## config.mk

```make
export PLATFORM = sky130hd
export DESIGN_NAME = pipeline_stall_ctrl
export DESIGN_NICKNAME = d
export VERILOG_FILES = /design/src/rtl/pipeline_stall_ctrl_pkg.sv /design/src/rtl/pipeline_stall_ctrl_sat_counter.sv /design/src/rtl/pipeline_stall_ctrl.sv
export SDC_FILE = /design/constraint.sdc
export NUM_CORES = 1
export LEC_CHECK = 0
export CORE_ASPECT_RATIO = 0.6
export CORE_UTILIZATION = 54
export DETAILED_ROUTE_END_ITERATION = 10
export PLACE_DENSITY_LB_ADDON = 0.15
export RECOVER_POWER = 50
export REMOVE_ABC_BUFFERS = 1
export SLEW_MARGIN = 25
export SYNTH_ARGS = -nofsm -noshare
export SYNTH_HDL_FRONTEND = slang
export SYNTH_SLANG_ARGS = --single-unit
```

## constraint.sdc

```tcl
create_clock -name clk -period 4.4 [get_ports clk]
set_clock_uncertainty 0.2 [all_clocks]
set_input_delay 0.88 -clock clk [delete_from_list [all_inputs] [get_ports clk]]
set_output_delay 0.88 -clock clk [all_outputs]
set_load 0.01 [all_outputs]
```

## src/rtl/pipeline_stall_ctrl_pkg.sv

```systemverilog
// Shared definitions for the pipeline stall/flush arbiter: FSM encoding and
// default counter sizing.
package pipeline_stall_ctrl_pkg;

  typedef enum logic [1:0] {
    RUN        = 2'd0,
    FLUSH_PEND = 2'd1,
    HALT       = 2'd2
  } state_t;

  localparam int DEF_CNT_W   = 16;
  localparam int DEF_MAX_HAZ = 2;

endpackage

```

## src/rtl/pipeline_stall_ctrl_sat_counter.sv

```systemverilog
// Saturating up-counter with synchronous clear; clear wins over increment.
module sat_counter #(
  parameter int W = 16
) (
  input  logic         clk,
  input  logic         inc,
  input  logic         clr,
  output logic [W-1:0] q
);

  always_ff @(posedge clk) begin
    if (clr) begin
      q <= '0;
    end else if (inc && (q != '1)) begin
      q <= q + 1'b1;
    end
  end

endmodule

```

## src/rtl/pipeline_stall_ctrl.sv

```systemverilog
// Central stall/flush arbiter: turns hazard, redirect and memory-busy requests
// into per-stage latch-enable / NOP-insert controls, plus halt and perf counters.
module pipeline_stall_ctrl
  import pipeline_stall_ctrl_pkg::*;
#(
  parameter int CNT_W   = DEF_CNT_W,
  parameter int MAX_HAZ = DEF_MAX_HAZ
) (
  input  logic             clk,
  input  logic             rst,
  input  logic             data_hazard,
  input  logic             flush_req,
  input  logic             imem_stall,
  input  logic             dmem_stall,
  input  logic             halt_req,
  output logic             pc_en,
  output logic             fd_en,
  output logic             fd_nop,
  output logic             dx_en,
  output logic             dx_nop,
  output logic             xm_en,
  output logic             mw_nop,
  output logic             halted,
  output logic             haz_err,
  output logic [CNT_W-1:0] stall_cycles,
  output logic [CNT_W-1:0] flush_count
);

  // Wide enough to hold MAX_HAZ+1 so the overflow condition is observable.
  localparam int HAZ_W = $clog2(MAX_HAZ + 2);

  state_t           r_state;
  state_t           w_next;
  logic             r_halted;
  logic             r_haz_err;
  logic             w_active;
  logic             w_flush_ok;
  logic             w_haz_win;
  logic             w_haz_hold;
  logic [HAZ_W-1:0] w_haz_cnt;

  assign w_active   = (r_state != HALT);
  assign w_flush_ok = w_active && flush_req && !dmem_stall;
  assign w_haz_win  = w_active && !dmem_stall && !flush_req && data_hazard;
  assign w_haz_hold = w_active && dmem_stall;

  assign halted  = r_halted;
  assign haz_err = r_haz_err;

  always_comb begin
    pc_en  = 1'b1;
    fd_en  = 1'b1;
    fd_nop = 1'b0;
    dx_en  = 1'b1;
    dx_nop = 1'b0;
    xm_en  = 1'b1;
    mw_nop = 1'b0;
    w_next = r_state;
    if (rst) begin
      {pc_en, fd_en, dx_en, xm_en} = '0;
      {fd_nop, dx_nop, mw_nop}     = '1;
      w_next                       = RUN;
    end else if (r_state == HALT) begin
      {pc_en, fd_en, dx_en, xm_en} = '0;
    end else begin
      // A data hazard overrides an imem stall: IF/ID must hold, not bubble.
      if (dmem_stall) begin
        {pc_en, fd_en, dx_en, xm_en} = '0;
        mw_nop                       = 1'b1;
      end else if (flush_req) begin
        fd_nop = 1'b1;
        dx_nop = 1'b1;
      end else if (data_hazard) begin
        pc_en  = 1'b0;
        fd_en  = 1'b0;
        dx_nop = 1'b1;
      end else if (imem_stall) begin
        pc_en  = 1'b0;
        fd_nop = 1'b1;
      end
      if (r_state == FLUSH_PEND) begin
        fd_nop = 1'b1;
        w_next = imem_stall ? FLUSH_PEND : RUN;
      end else if (w_flush_ok && imem_stall) begin
        w_next = FLUSH_PEND;
      end
      if (halt_req) begin
        w_next = HALT;
      end
    end
  end

  always_ff @(posedge clk) begin
    if (rst) begin
      r_state   <= RUN;
      r_halted  <= 1'b0;
      r_haz_err <= 1'b0;
    end else begin
      r_state  <= w_next;
      r_halted <= (w_next == HALT);
      if (w_haz_win && (w_haz_cnt >= HAZ_W'(MAX_HAZ))) begin
        r_haz_err <= 1'b1;
      end
    end
  end

  sat_counter #(.W(CNT_W)) u_stall_cnt (
    .clk (clk),
    .inc (w_active && !pc_en),
    .clr (rst),
    .q   (stall_cycles)
  );

  sat_counter #(.W(CNT_W)) u_flush_cnt (
    .clk (clk),
    .inc (w_flush_ok),
    .clr (rst),
    .q   (flush_count)
  );

  sat_counter #(.W(HAZ_W)) u_haz_cnt (
    .clk (clk),
    .inc (w_haz_win),
    .clr (rst || !(w_haz_win || w_haz_hold)),
    .q   (w_haz_cnt)
  );

endmodule
```

==> metrics.md <==
| Metric | Value |
|---|---|
| Status | finished clean |
| Synthesized flop and latch total | 38 |
| Max Cap Violations | 0 |
| Req. time, crit path | 3.32 ns |
| Top FF cell, synth | dfxtp_1 |
| WL per Instance | 15.2 um |
| Gr ovfl total | 0 |
| CP peak stage delay | 0.66 ns |
| Num rows | 17 |
| Crit. End Element | primary output |
| Setup-failing EPs final | 0 |
| Post CTS Setup Buffer Count | 0 |
| Final wirelength | 5140 um |
| Vias in the first global route | around 1.8k |
| Diodes inserted | 0 |
| EDFF count, synth | 0 |
| Die area | 0.00428 mm2 |
| Top cell family by delay on the critical path | buffers and inverters |
| Worst Path Buf+Inv | 3 |
| DRC | 0 |
| Worst slew pin tran | between 1 and 1.5 ns |
| Psw | 0.180 mW |
| Port Buffers | 47 |
| Slowest-stage cell, CP | dlygate4sd3_1 |
| Clock network power share | 0.382 |
| CTS tree | done |
| RD Place Congestion | 0.812 |
| PostCTS Resize Cnt | 0 |
| Overall routing resource usage | 0.250 |
| Syn avg cell area | 8.74 um2 |
| Hold_buf cts | 0 |
| Leakage | 1.01 nW |
| Layout cells sized above 1 | 0.0966 |
| Sw Ratio | 0.263 |
| Critical-path cell list | dlygate4sd3_1, clkinv_1, o21ai_0, maj3_1, nand2_1, clkdlybuf4s50_1 |
| RSZ-0062 raised after global routing | no |
| Min-delay worst type | reg2reg |
| CTS Buf Count | 5 |
| Power share of the combinational group | 0.100 |
| Post-detail-place hpwl | 3560 um |
| PnR worst setup slack | 0.425 ns |
| Clk buf depth | 2 |
| Crit-path max FO | 9 |
| Power after layout | 0.684 mW |
| Worst IR drop on VDD | 0.000151 V |
| First-pass GRT wire length | 8340 um |
| Die height | 51.1 um |
| Post-synthesis cell count | 248 |
| Clk Tree Root Cell | clkbuf_8 |
| Hold path cells | 1 |
| Reg2Reg Depth | 5 |
| CTS Sinks | 38 |
| Pwr Density | 254 mW/mm2 |
| Initial DRT Pass Iterations | 5 |
| Pin count of the biggest net entering global routing | 31 |
| Slew headroom | 0.146 |
| Crit Reg-Reg Startpoint | u_flush_cnt.q[0] |
| CP arrival | 2.90 ns |
| Ports | 48 |
| Vias | 2085 |
| Slew Viols, Final | 0 |
| Initial DRC count | 127 |
| Setup TNS Final | 0 ns |
| Die width | between 80 and 90 um |
| Synthesized cell area | about 0.0022 mm2 |
| Nets | 300 |
| Startpoint Class | input port |
| Final Cycle Share | 0.904 |
| Count of different cell masters after synthesis | 44 |
| Initial antenna violation count | 0 |
| Worst Setup EP | fd_nop |
| Area grow syn2layout | 24.3% |
| Place WS | 0.527 ns |
| Min cycle time layout | 3.98 ns |
| WP depth | 6 |
| Ys async rst share | 0 |
| H-tree depth | 2 |
| Crit Path Class | in2out |
| Ys Warns | 0 |
| Seq/Total Area, Yosys | 0.351 |
| Vias/cell | 6.19 |
| Internal power | 0.504 mW |
| Reg-to-reg setup timing slack | around 2.1 ns |
| Crit. Startpoint | dmem_stall |
| Fmax | around 250 MHz |
| Core outline area | roughly 0.0037 mm2 |
| Detail Route Antenna Nets | 0 |
| Worst reg2reg path endpoint | u_flush_cnt.q[12] |
| Clock latency on the worst-skew pair | 0.30 ns |
| Final hold vios | 0 |
| Power share of the sequential group | 0.517 |
| Final Core Density | 0.720 |
| Reg clk slew, reported paths | 0.08 ns |
| Initial core utilization | 0.579 |
-- worst min path at each step --
stage	slack (ns)	endpoint	startpoint
floorplan	0.27	u_haz_cnt.q[0]	u_haz_cnt.q[0]
global placement	0.26	haz_err	haz_err
detailed placement	0.26	haz_err	haz_err
CTS	0.28	haz_err	haz_err
global route	0.31	haz_err	haz_err
finish	0.27	haz_err	haz_err
-- layout make-up --
class | count | area [um2]
Clock buffer | 6 | 82.6
Clock inverter | 2 | 12.5
Fill cell | 305 | 1050
Inverter | 9 | 33.8
Multi-Input combinational cell | 186 | 1260
Sequential cell | 38 | 761
Tap cell | 47 | 58.8
Timing Repair Buffer | 49 | 482
-- cells in the mapped netlist, types with 2 or more instances --
cell type / n / area [um2]
dfxtp_1: 38 / 761
nor2_1: 21 / 78.8
a21oi_1: 20 / 100
or4_1: 13 / 97.6
nand2_1: 12 / 45.0
o31ai_1: 12 / 90.1
nor2b_1: 11 / 68.8
mux2_2: 10 / 113
nand3_1: 10 / 50.1
clkbuf_1: 8 / 30.0
inv_1: 8 / 30.0
nand4_1: 8 / 50.1
o21ai_0: 8 / 40.0
nor4_1: 7 / 43.8
or3_1: 6 / 37.5
and3_1: 5 / 31.3
and4_1: 5 / 43.8
buf_6: 5 / 56.3
o41ai_1: 5 / 43.8
ha_1: 4 / 50.1
and2_1: 3 / 18.8
nor4b_1: 3 / 26.3
o311ai_0: 3 / 26.3
nand4_2: 2 / 25.0
nor3_1: 2 / 10.0
-- power by group through the flow --
stage | clock network (mW) | registers, mW | logic (mW)
after floorplan | 0 | 0.363 | 0.0302
after global placement | 0 | 0.362 | 0.0682
after detailed placement | 0 | 0.362 | 0.0699
after CTS | 0.264 | 0.354 | 0.0706
after global routing | 0.275 | 0.355 | 0.0747
final | 0.261 | 0.354 | 0.0687
-- cells in the final DEF (no fill, tap or decap), types with 6 or more instances in the layout --
master           Yosys  final
a21oi_1             20     20
nand4_1              8      8
or4_1               13     13
clkdlybuf4s50_1      0     10
o21ai_0              8      8
inv_1                8      8
nor2_1              21     21
dfxtp_1             38     38
o31ai_1             12     12
dlygate4sd3_1        0     37
nand2_1             12     12
mux2_2              10     10
or3_1                6      6
nor4_1               7      7
clkbuf_8             0      6
nand3_1             10     10
nor2b_1             11     11
-- stage by stage --
| step | cells | hold WS (ns) | cell area [um2] |
|---|---|---|---|
| 2_1_floorplan | 233 | 0.269 | 2060 |
| 3_3_place_gp | 329 | 0.260 | 2600 |
| 3_5_place_dp | 329 | 0.259 | 2600 |
| 4_1_cts | 337 | 0.283 | 2700 |
| 5_1_grt | 337 | 0.305 | 2690 |
| 6_report | 337 | 0.268 | 2690 |
-- flip-flops by register name, indices dropped and copies added (netlist names) --
signal / flops
r_state: 2
u_haz_cnt.q: 2
u_stall_cnt.q: 16
haz_err: 1
u_flush_cnt.q: 16
halted: 1
-- cells by family after synthesis --
kind of cell / Yosys count / share of synthesized area
AOI/OAI and AO/OA: 55 / 0.175
adders and majority gates: 5 / 0.0277
buffers and inverters: 24 / 0.0658
DFF: 38 / 0.351
muxes: 11 / 0.0566
and+or+nand+nor: 115 / 0.324
-- per-layer routing --
| metal | wire length, um | GRT usage | up-vias |
|---|---|---|---|
| met4 | 113 | 0.121 | 0 |
| met3 | 329 | 0.0565 | 17 |
| met1 | 2570 | 0.349 | 956 |
| met5 | 0 | 0 | - |
| met2 | 2120 | 0.366 | 79 |
| li1 | - | - | 1033 |
Power figures use the tool's default switching activity.
